## src/rtl/mipi_rx_sync_gen_if.sv

```systemverilog
// mipi_rx_sync_gen_if
//   Rx short-packet command bus between the MIPI Rx packet decoder and
//   the sync generator.
//   Rx_cmd_data_type : 6-bit short-packet data type
//   Rx_cmd_valid     : qualifies Rx_cmd_data_type for one cycle
//   Modports: master = packet decoder (drives), slave = sync generator.
interface mipi_rx_sync_gen_if;
    logic [5:0] Rx_cmd_data_type;
    logic       Rx_cmd_valid;

    modport master (output Rx_cmd_data_type, output Rx_cmd_valid);
    modport slave  (input  Rx_cmd_data_type, input  Rx_cmd_valid);
endinterface

```

## src/rtl/mipi_rx_sync_gen.sv

```systemverilog
// mipi_rx_sync_gen
//   Decodes DSI/CSI short-packet sync commands (VSS 0x01, HSS 0x21) and
//   generates Hsync/Vsync pulses of programmable width, delay and polarity,
//   a frame-start strobe and a line counter for the pinf timing path.
//   Ports:
//     CLKn        : pixel/byte clock
//     RSTn        : asynchronous active-low reset
//     rx_cmd      : Rx command bus (mipi_rx_sync_gen_if.slave)
//     Hsync       : horizontal sync, polarity HS_POL
//     Vsync       : vertical sync, polarity VS_POL
//     Frame_start : one-cycle active-high strobe at Vsync assertion
//     Line_cnt    : HSS count since last VSS (saturating)
//     Line_period : cycles between the last two HSS (measurement build)
//     Sync_err    : one-cycle strobe on HSS outside a frame (measurement build)
//   Optional feature macro: MIPI_RX_SYNC_MEAS_EN enables Line_period and
//   Sync_err; without it both outputs are tied to 0.
module mipi_rx_sync_gen #(
    parameter int unsigned HS_WIDTH   = 1,
    parameter int unsigned VS_WIDTH   = 1,
    parameter int unsigned DLY        = 0,
    parameter bit          HS_POL     = 1'b1,
    parameter bit          VS_POL     = 1'b1,
    parameter int unsigned LINE_CNT_W = 12
) (
    input  logic                  CLKn,
    input  logic                  RSTn,
    mipi_rx_sync_gen_if.slave     rx_cmd,
    output logic                  Hsync,
    output logic                  Vsync,
    output logic                  Frame_start,
    output logic [LINE_CNT_W-1:0] Line_cnt,
    output logic [15:0]           Line_period,
    output logic                  Sync_err
);
    localparam logic [5:0] DT_VSS = 6'h01;
    localparam logic [5:0] DT_HSS = 6'h21;

    typedef enum logic {IDLE, IN_FRAME} state_t;

    state_t     state;
    state_t     state_nxt;
    logic       in_frame;
    logic [1:0] dec;      // {vss, hss} decode register
    logic [1:0] dly;      // {vss, hss} after the delay line
    logic       vss_d;
    logic       hss_d;
    logic [7:0] hs_cnt;
    logic [7:0] vs_cnt;

    // Decode stage
    always_ff @(posedge CLKn or negedge RSTn) begin
        if (!RSTn) begin
            dec <= '0;
        end else begin
            dec[0] <= rx_cmd.Rx_cmd_valid && (rx_cmd.Rx_cmd_data_type == DT_HSS);
            dec[1] <= rx_cmd.Rx_cmd_valid && (rx_cmd.Rx_cmd_data_type == DT_VSS);
        end
    end

    // Delay line: every cycle shifts, so back-to-back events are never merged
    generate
        if (DLY == 0) begin : g_nodly
            assign dly = dec;
        end else begin : g_dly
            logic [1:0] sr [DLY];
            always_ff @(posedge CLKn or negedge RSTn) begin
                if (!RSTn) begin
                    for (int unsigned i = 0; i < DLY; i++) sr[i] <= '0;
                end else begin
                    sr[0] <= dec;
                    for (int unsigned i = 1; i < DLY; i++) sr[i] <= sr[i-1];
                end
            end
            assign dly = sr[DLY-1];
        end
    endgenerate

    assign hss_d = dly[0];
    assign vss_d = dly[1];

    // Pulse generators: a strobe (re)loads the width, so retriggers extend
    // the pulse without a gap
    always_ff @(posedge CLKn or negedge RSTn) begin
        if (!RSTn) begin
            hs_cnt <= '0;
            vs_cnt <= '0;
        end else begin
            if (hss_d)             hs_cnt <= 8'(HS_WIDTH);
            else if (hs_cnt != '0) hs_cnt <= hs_cnt - 8'd1;
            if (vss_d)             vs_cnt <= 8'(VS_WIDTH);
            else if (vs_cnt != '0) vs_cnt <= vs_cnt - 8'd1;
        end
    end

    assign Hsync = (hs_cnt != '0) ? HS_POL : ~HS_POL;
    assign Vsync = (vs_cnt != '0) ? VS_POL : ~VS_POL;

    // Frame FSM: state register
    always_ff @(posedge CLKn or negedge RSTn) begin
        if (!RSTn) state <= IDLE;
        else       state <= state_nxt;
    end

    // Frame FSM: next state (only reset leaves IN_FRAME)
    always_comb begin
        state_nxt = state;
        if (vss_d) state_nxt = IN_FRAME;
    end

    // Frame FSM: outputs
    always_comb begin
        in_frame = 1'b0;
        case (state)
            IN_FRAME: in_frame = 1'b1;
            default:  in_frame = 1'b0;
        endcase
    end

    // Frame start and line counter
    always_ff @(posedge CLKn or negedge RSTn) begin
        if (!RSTn) begin
            Frame_start <= 1'b0;
            Line_cnt    <= '0;
        end else begin
            Frame_start <= vss_d;
            if (vss_d)
                Line_cnt <= '0;
            else if (hss_d && in_frame && (Line_cnt != '1))
                Line_cnt <= Line_cnt + LINE_CNT_W'(1);
        end
    end

`ifdef MIPI_RX_SYNC_MEAS_EN
    logic [15:0] per_cnt;
    logic        hss_seen;

    // per_cnt restarts at 1 on each HSS, so at the next HSS it holds the
    // exact cycle distance (saturated)
    always_ff @(posedge CLKn or negedge RSTn) begin
        if (!RSTn) begin
            per_cnt     <= '0;
            hss_seen    <= 1'b0;
            Line_period <= '0;
            Sync_err    <= 1'b0;
        end else begin
            Sync_err <= hss_d && !in_frame;
            if (hss_d) begin
                per_cnt  <= 16'd1;
                hss_seen <= 1'b1;
                if (hss_seen) Line_period <= per_cnt;
            end else if (per_cnt != '1) begin
                per_cnt <= per_cnt + 16'd1;
            end
        end
    end
`else
    assign Line_period = '0;
    assign Sync_err    = 1'b0;
`endif

endmodule

```

## src/flat_wrapper.sv

```systemverilog
// flat-port wrapper written by rule: the top's interface ports become plain ports
module mipi_rx_sync_gen_flat 
#(
    parameter int unsigned HS_WIDTH   = 1,
    parameter int unsigned VS_WIDTH   = 1,
    parameter int unsigned DLY        = 0,
    parameter bit          HS_POL     = 1'b1,
    parameter bit          VS_POL     = 1'b1,
    parameter int unsigned LINE_CNT_W = 12
)
  (CLKn, RSTn, Hsync, Vsync, Frame_start, Line_cnt, Line_period, Sync_err, rx_cmd_Rx_cmd_data_type, rx_cmd_Rx_cmd_valid);
  mipi_rx_sync_gen_if rx_cmd_i ();
  input  logic CLKn;
  input  logic RSTn;
  output logic Hsync;
  output logic Vsync;
  output logic Frame_start;
  output logic [LINE_CNT_W-1:0] Line_cnt;
  output logic [15:0] Line_period;
  output logic Sync_err;
  input wire logic [$bits(rx_cmd_i.Rx_cmd_data_type)-1:0] rx_cmd_Rx_cmd_data_type;
  input wire logic [$bits(rx_cmd_i.Rx_cmd_valid)-1:0] rx_cmd_Rx_cmd_valid;
  assign rx_cmd_i.Rx_cmd_data_type = rx_cmd_Rx_cmd_data_type;
  assign rx_cmd_i.Rx_cmd_valid = rx_cmd_Rx_cmd_valid;
  mipi_rx_sync_gen #(.HS_WIDTH(HS_WIDTH), .VS_WIDTH(VS_WIDTH), .DLY(DLY), .HS_POL(HS_POL), .VS_POL(VS_POL), .LINE_CNT_W(LINE_CNT_W)) u_core (.CLKn(CLKn), .RSTn(RSTn), .rx_cmd(rx_cmd_i), .Hsync(Hsync), .Vsync(Vsync), .Frame_start(Frame_start), .Line_cnt(Line_cnt), .Line_period(Line_period), .Sync_err(Sync_err));
endmodule
```

## config.mk

```make
export PLATFORM = sky130hd
export DESIGN_NAME = mipi_rx_sync_gen_flat
export DESIGN_NICKNAME = d
export VERILOG_FILES = /design/src/rtl/mipi_rx_sync_gen_if.sv /design/src/rtl/mipi_rx_sync_gen.sv /design/src/flat_wrapper.sv
export SDC_FILE = /design/constraint.sdc
export NUM_CORES = 1
export LEC_CHECK = 0
export BUFFER_PORTS_ARGS = -buffer_cell sky130_fd_sc_hd__buf_4
export CORE_UTILIZATION = 53
export CTS_CLUSTER_DIAMETER = 150
export DETAILED_ROUTE_END_ITERATION = 8
export PLACE_DENSITY = 0.79
export SYNTH_ARGS = -nofsm -noshare
export SYNTH_HDL_FRONTEND = slang
export SYNTH_SLANG_ARGS = --single-unit
```

## constraint.sdc

```tcl
create_clock -name CLKn -period 2.6 [get_ports CLKn]
set_clock_uncertainty 0.15 [all_clocks]
set_input_delay 0.13 -clock CLKn [delete_from_list [all_inputs] [get_ports CLKn]]
set_output_delay 0.13 -clock CLKn [all_outputs]
set_load 0.01 [all_outputs]
```

==> key figures <==
Routing
  • Met3 wire len: 158 microns
  • Met1 wire length: 1.47 mm
  • DRT Pass-1 Iters: 4
  • WL met2: 1.80 mm
  • Max layer used: met4
  • Overall routed net length: 3.50 mm
  • DR WL/cell: 13.5 microns
  • DRT antenna net count: 0
  • Post-route DRC: 0
  • 1st-iter DRT viols: 70
  • Vias: 1459
  • Vias per std cell: 5.63

Outcome
  • Status: finished clean

Logic synthesis
  • Top cells by area, synth: dfrtp_1 45%, buf_4 7.1%, nor2_1 4.0%
  • Avg Synthesized Cell Area: 9.71 sq um
  • Yosys top cell by area: dfrtp_1
  • Synth top area share: 0.446
  • Sequential fraction of the synthesis area: 0.446
  • Number of unique standard cell types used by synthesis: 41
  • Yosys synthesis warning count: 0
  • Synth Flop Type: dfrtp_1
  • Number of synthesized flops with an enable pin: 0
  • #FFs+latches synth: 32
  • Cell Area, Synth: 1800 sq um
  • Cells after synthesis: 185
  • Ys async rst share: 1.00

Setup path
  • Startpoint types: flip-flop
  • Worst EP arrival: 2.21 ns
  • Flop2flop setup slack: 0.49 ns
  • Worst reg2reg path depth: 5
  • Worst reg2reg startpoint: u_core.Line_cnt[1]
  • Crit-path max FO: 9
  • Crit path kind: reg -> reg
  • Critical Path End Type: flip-flop
  • Required time worst endpoint: 2.70 ns
  • Capturing point of the worst reg2reg path: u_core.Line_cnt[5]

Die
  • Initial Utilization: 0.574
  • Die Span X: 60.2 microns
  • Cell Rows: 20
  • Die area: 3620 sq um
  • Die Y: 60.2 microns
  • IO Count: 41
  • Core region area: 3130 sq um

Power
  • Worst vdd ir: 499 uV
  • Tot Pwr: 1.52 mW
  • Power Dens Cells: 750 nW/um^2
  • Pleak: 0.958 nW

Layout
  • Layout cell share with drive strength beyond 1: 0.177
  • Area Growth Syn to Fin: 13.2%
  • # diodes: 0
  • Cell Count, Final, Fillers Out: 259
  • Nets: 229
  • Final design instance area without fill: 2030 sq um

STA
  • Achievable Freq: 474 MHz
  • Setup TNS: 0 ns
  • Final period utilization: 0.812
  • Min Clock Period, post-route: 2.11 ns
  • Hold Vio Cnt, Final: 0
  • Slew Limit Fails: 0
  • RSZ-0062 raised after global routing: no
  • Slew HR: 0.537
  • Setup violators final: 0
  • Actual slew at the worst max-slew pin: 0.694 ns
  • Hold WS: 0.103 ns

Placement
  • Gpl congestion: 0.883
  • Area post-placement: 1940 sq um
  • Detail Placement HPWL: 2.41 mm
  • Placed insts: 247
  • I/O Buffers: 23

Hold path
  • Hold WC Path Type: in -> async

Global route
  • First-pass GRT wire length: 5.78 mm
  • Total grt overflow: 0
  • All-layer global routing usage: 0.225
  • Initial antenna violation count: 0
  • Largest net degree at the start of global routing: 33
  • Vias in the first global route: 1336

Clock tree
  • Deepest clock path buffer count: 2
  • Worst-path clk slew: 0.10 ns
  • Cts bufs inserted: 5
  • Root buf cell: clkbuf_4
  • H-tree depth: 2
  • Clk Latency, worst-skew pair: 0.34 ns
  • CTS tree: yes
  • CTS sink cnt: 32

Flow run
  • Max-cap violations: 0
flip-flops by register name (all words and copies together), names as in the netlist:
signal / flops
u_core.Line_cnt: 12
u_core.hs_cnt: 8
u_core.vs_cnt: 8
u_core.dec: 2
u_core.Frame_start: 1
u_core.state: 1
synthesized netlist by cell type (all sizes together) (2+ instances only):
| cell type | n |
|---|---|
| dfrtp | 32 |
| a211oi | 3 |
| nand4 | 5 |
| nor2 | 19 |
| a21boi | 2 |
| xor2 | 2 |
| xnor2 | 5 |
| nor4 | 2 |
| inv | 7 |
| nand3 | 5 |
| o21ai | 3 |
| ha | 5 |
| or4 | 3 |
| a21oi | 12 |
| mux2i | 5 |
| nand3b | 3 |
| buf | 19 |
| or3 | 4 |
| o31ai | 3 |
| nor2b | 4 |
| a2111oi | 2 |
| nand2b | 2 |
| nand2 | 14 |
| and4 | 2 |
| a31oi | 3 |
| nor3 | 5 |
| clkbuf | 3 |
worst max-delay path by stage:
stage                  startpoint                 end  slack (ns)  depth (start not counted)
5_1_grt        u_core.Line_cnt[0]  u_core.Line_cnt[5]        0.34                          5
3_5_place_dp   u_core.Line_cnt[1]  u_core.Line_cnt[5]        0.55                          5
2_1_floorplan  u_core.Line_cnt[0]  u_core.Line_cnt[9]        0.71                          5
4_1_cts        u_core.Line_cnt[0]  u_core.Line_cnt[5]        0.52                          5
6_report       u_core.Line_cnt[1]  u_core.Line_cnt[5]        0.49                          5
3_3_place_gp   u_core.Line_cnt[0]  u_core.Line_cnt[5]        0.63                          5
power breakdown:
group	switching, mW	total, mW	internal [mW]
sequential	0.138	0.769	0.631
clock	0.164	0.263	0.0993
combinational	0.259	0.491	0.232
critical path: stages, from the launching register on:
cell	delay, ns
dfrtp_1	0.49
ha_1	0.33
nand4_1	0.19
nor2_1	0.42
and4bb_2	0.28
nor3_1	0.16
cells by family (layout without fill, tap and decap cells):
| logic type | after synthesis | after routing | share of synthesized area |
|---|---|---|---|
| multiplexers | 5 | 5 | 0.0279 |
| buffers and inverters | 29 | 43 | 0.101 |
| flip-flops | 32 | 32 | 0.446 |
| AND/OR/NAND/NOR | 75 | 75 | 0.240 |
| AO/OA/AOI/OAI | 31 | 31 | 0.114 |
| other | 1 | 17 | 0.00209 |
| XOR/XNOR | 7 | 7 | 0.0341 |
| adder cells (fa/ha/maj) | 5 | 5 | 0.0348 |
metrics by stage:
stage | setup WS [ns] | util
finish | 0.490 | 0.650
global route | 0.344 | 0.650
CTS | 0.522 | 0.650
detailed placement | 0.553 | 0.619
global placement | 0.632 | 0.619
floorplan | 0.709 | -
what timing repair did:
| item | 4_1_cts | 5_1_grt |
|---|---|---|
| hold endpoints to repair | 34 | 0 |
| resized for setup | 0 | 0 |
| endpoints found under the setup margin | 0 | 0 |
| hold buffers | 5 | 0 |
| buffers inserted | 0 | 0 |
per-layer routing:
| metal | GRT usage | vias up |
|---|---|---|
| met2 | 0.377 | 46 |
| met5 | 0 | - |
| met4 | 0.140 | 0 |
| met1 | 0.257 | 723 |
| li1 | - | 683 |
| met3 | 0.0498 | 7 |
cell type report:
cell class	instances	area, sq um
fillers	263	1100
inverters	7	26.3
well taps	44	55.1
repair buffers	29	230
clock inverters	1	5.00
flip-flops and latches	32	801
clock buffers	6	41.3
multi-input cells	140	873
cell usage in the layout, fill, tap and decap left out, drive strengths merged, types with 4 or more instances in the layout:
cell,synthesis,routed
a21oi,12,12
buf,19,24
clkbuf,3,6
conb,1,17
dfrtp,32,32
dlygate4sd3,0,5
ha,5,5
inv,7,7
mux2i,5,5
nand2,14,14
nand3,5,5
nand4,5,5
nor2,19,19
nor2b,4,4
nor3,5,5
or3,4,4
xnor2,5,5
Power figures use the tool's default switching activity.
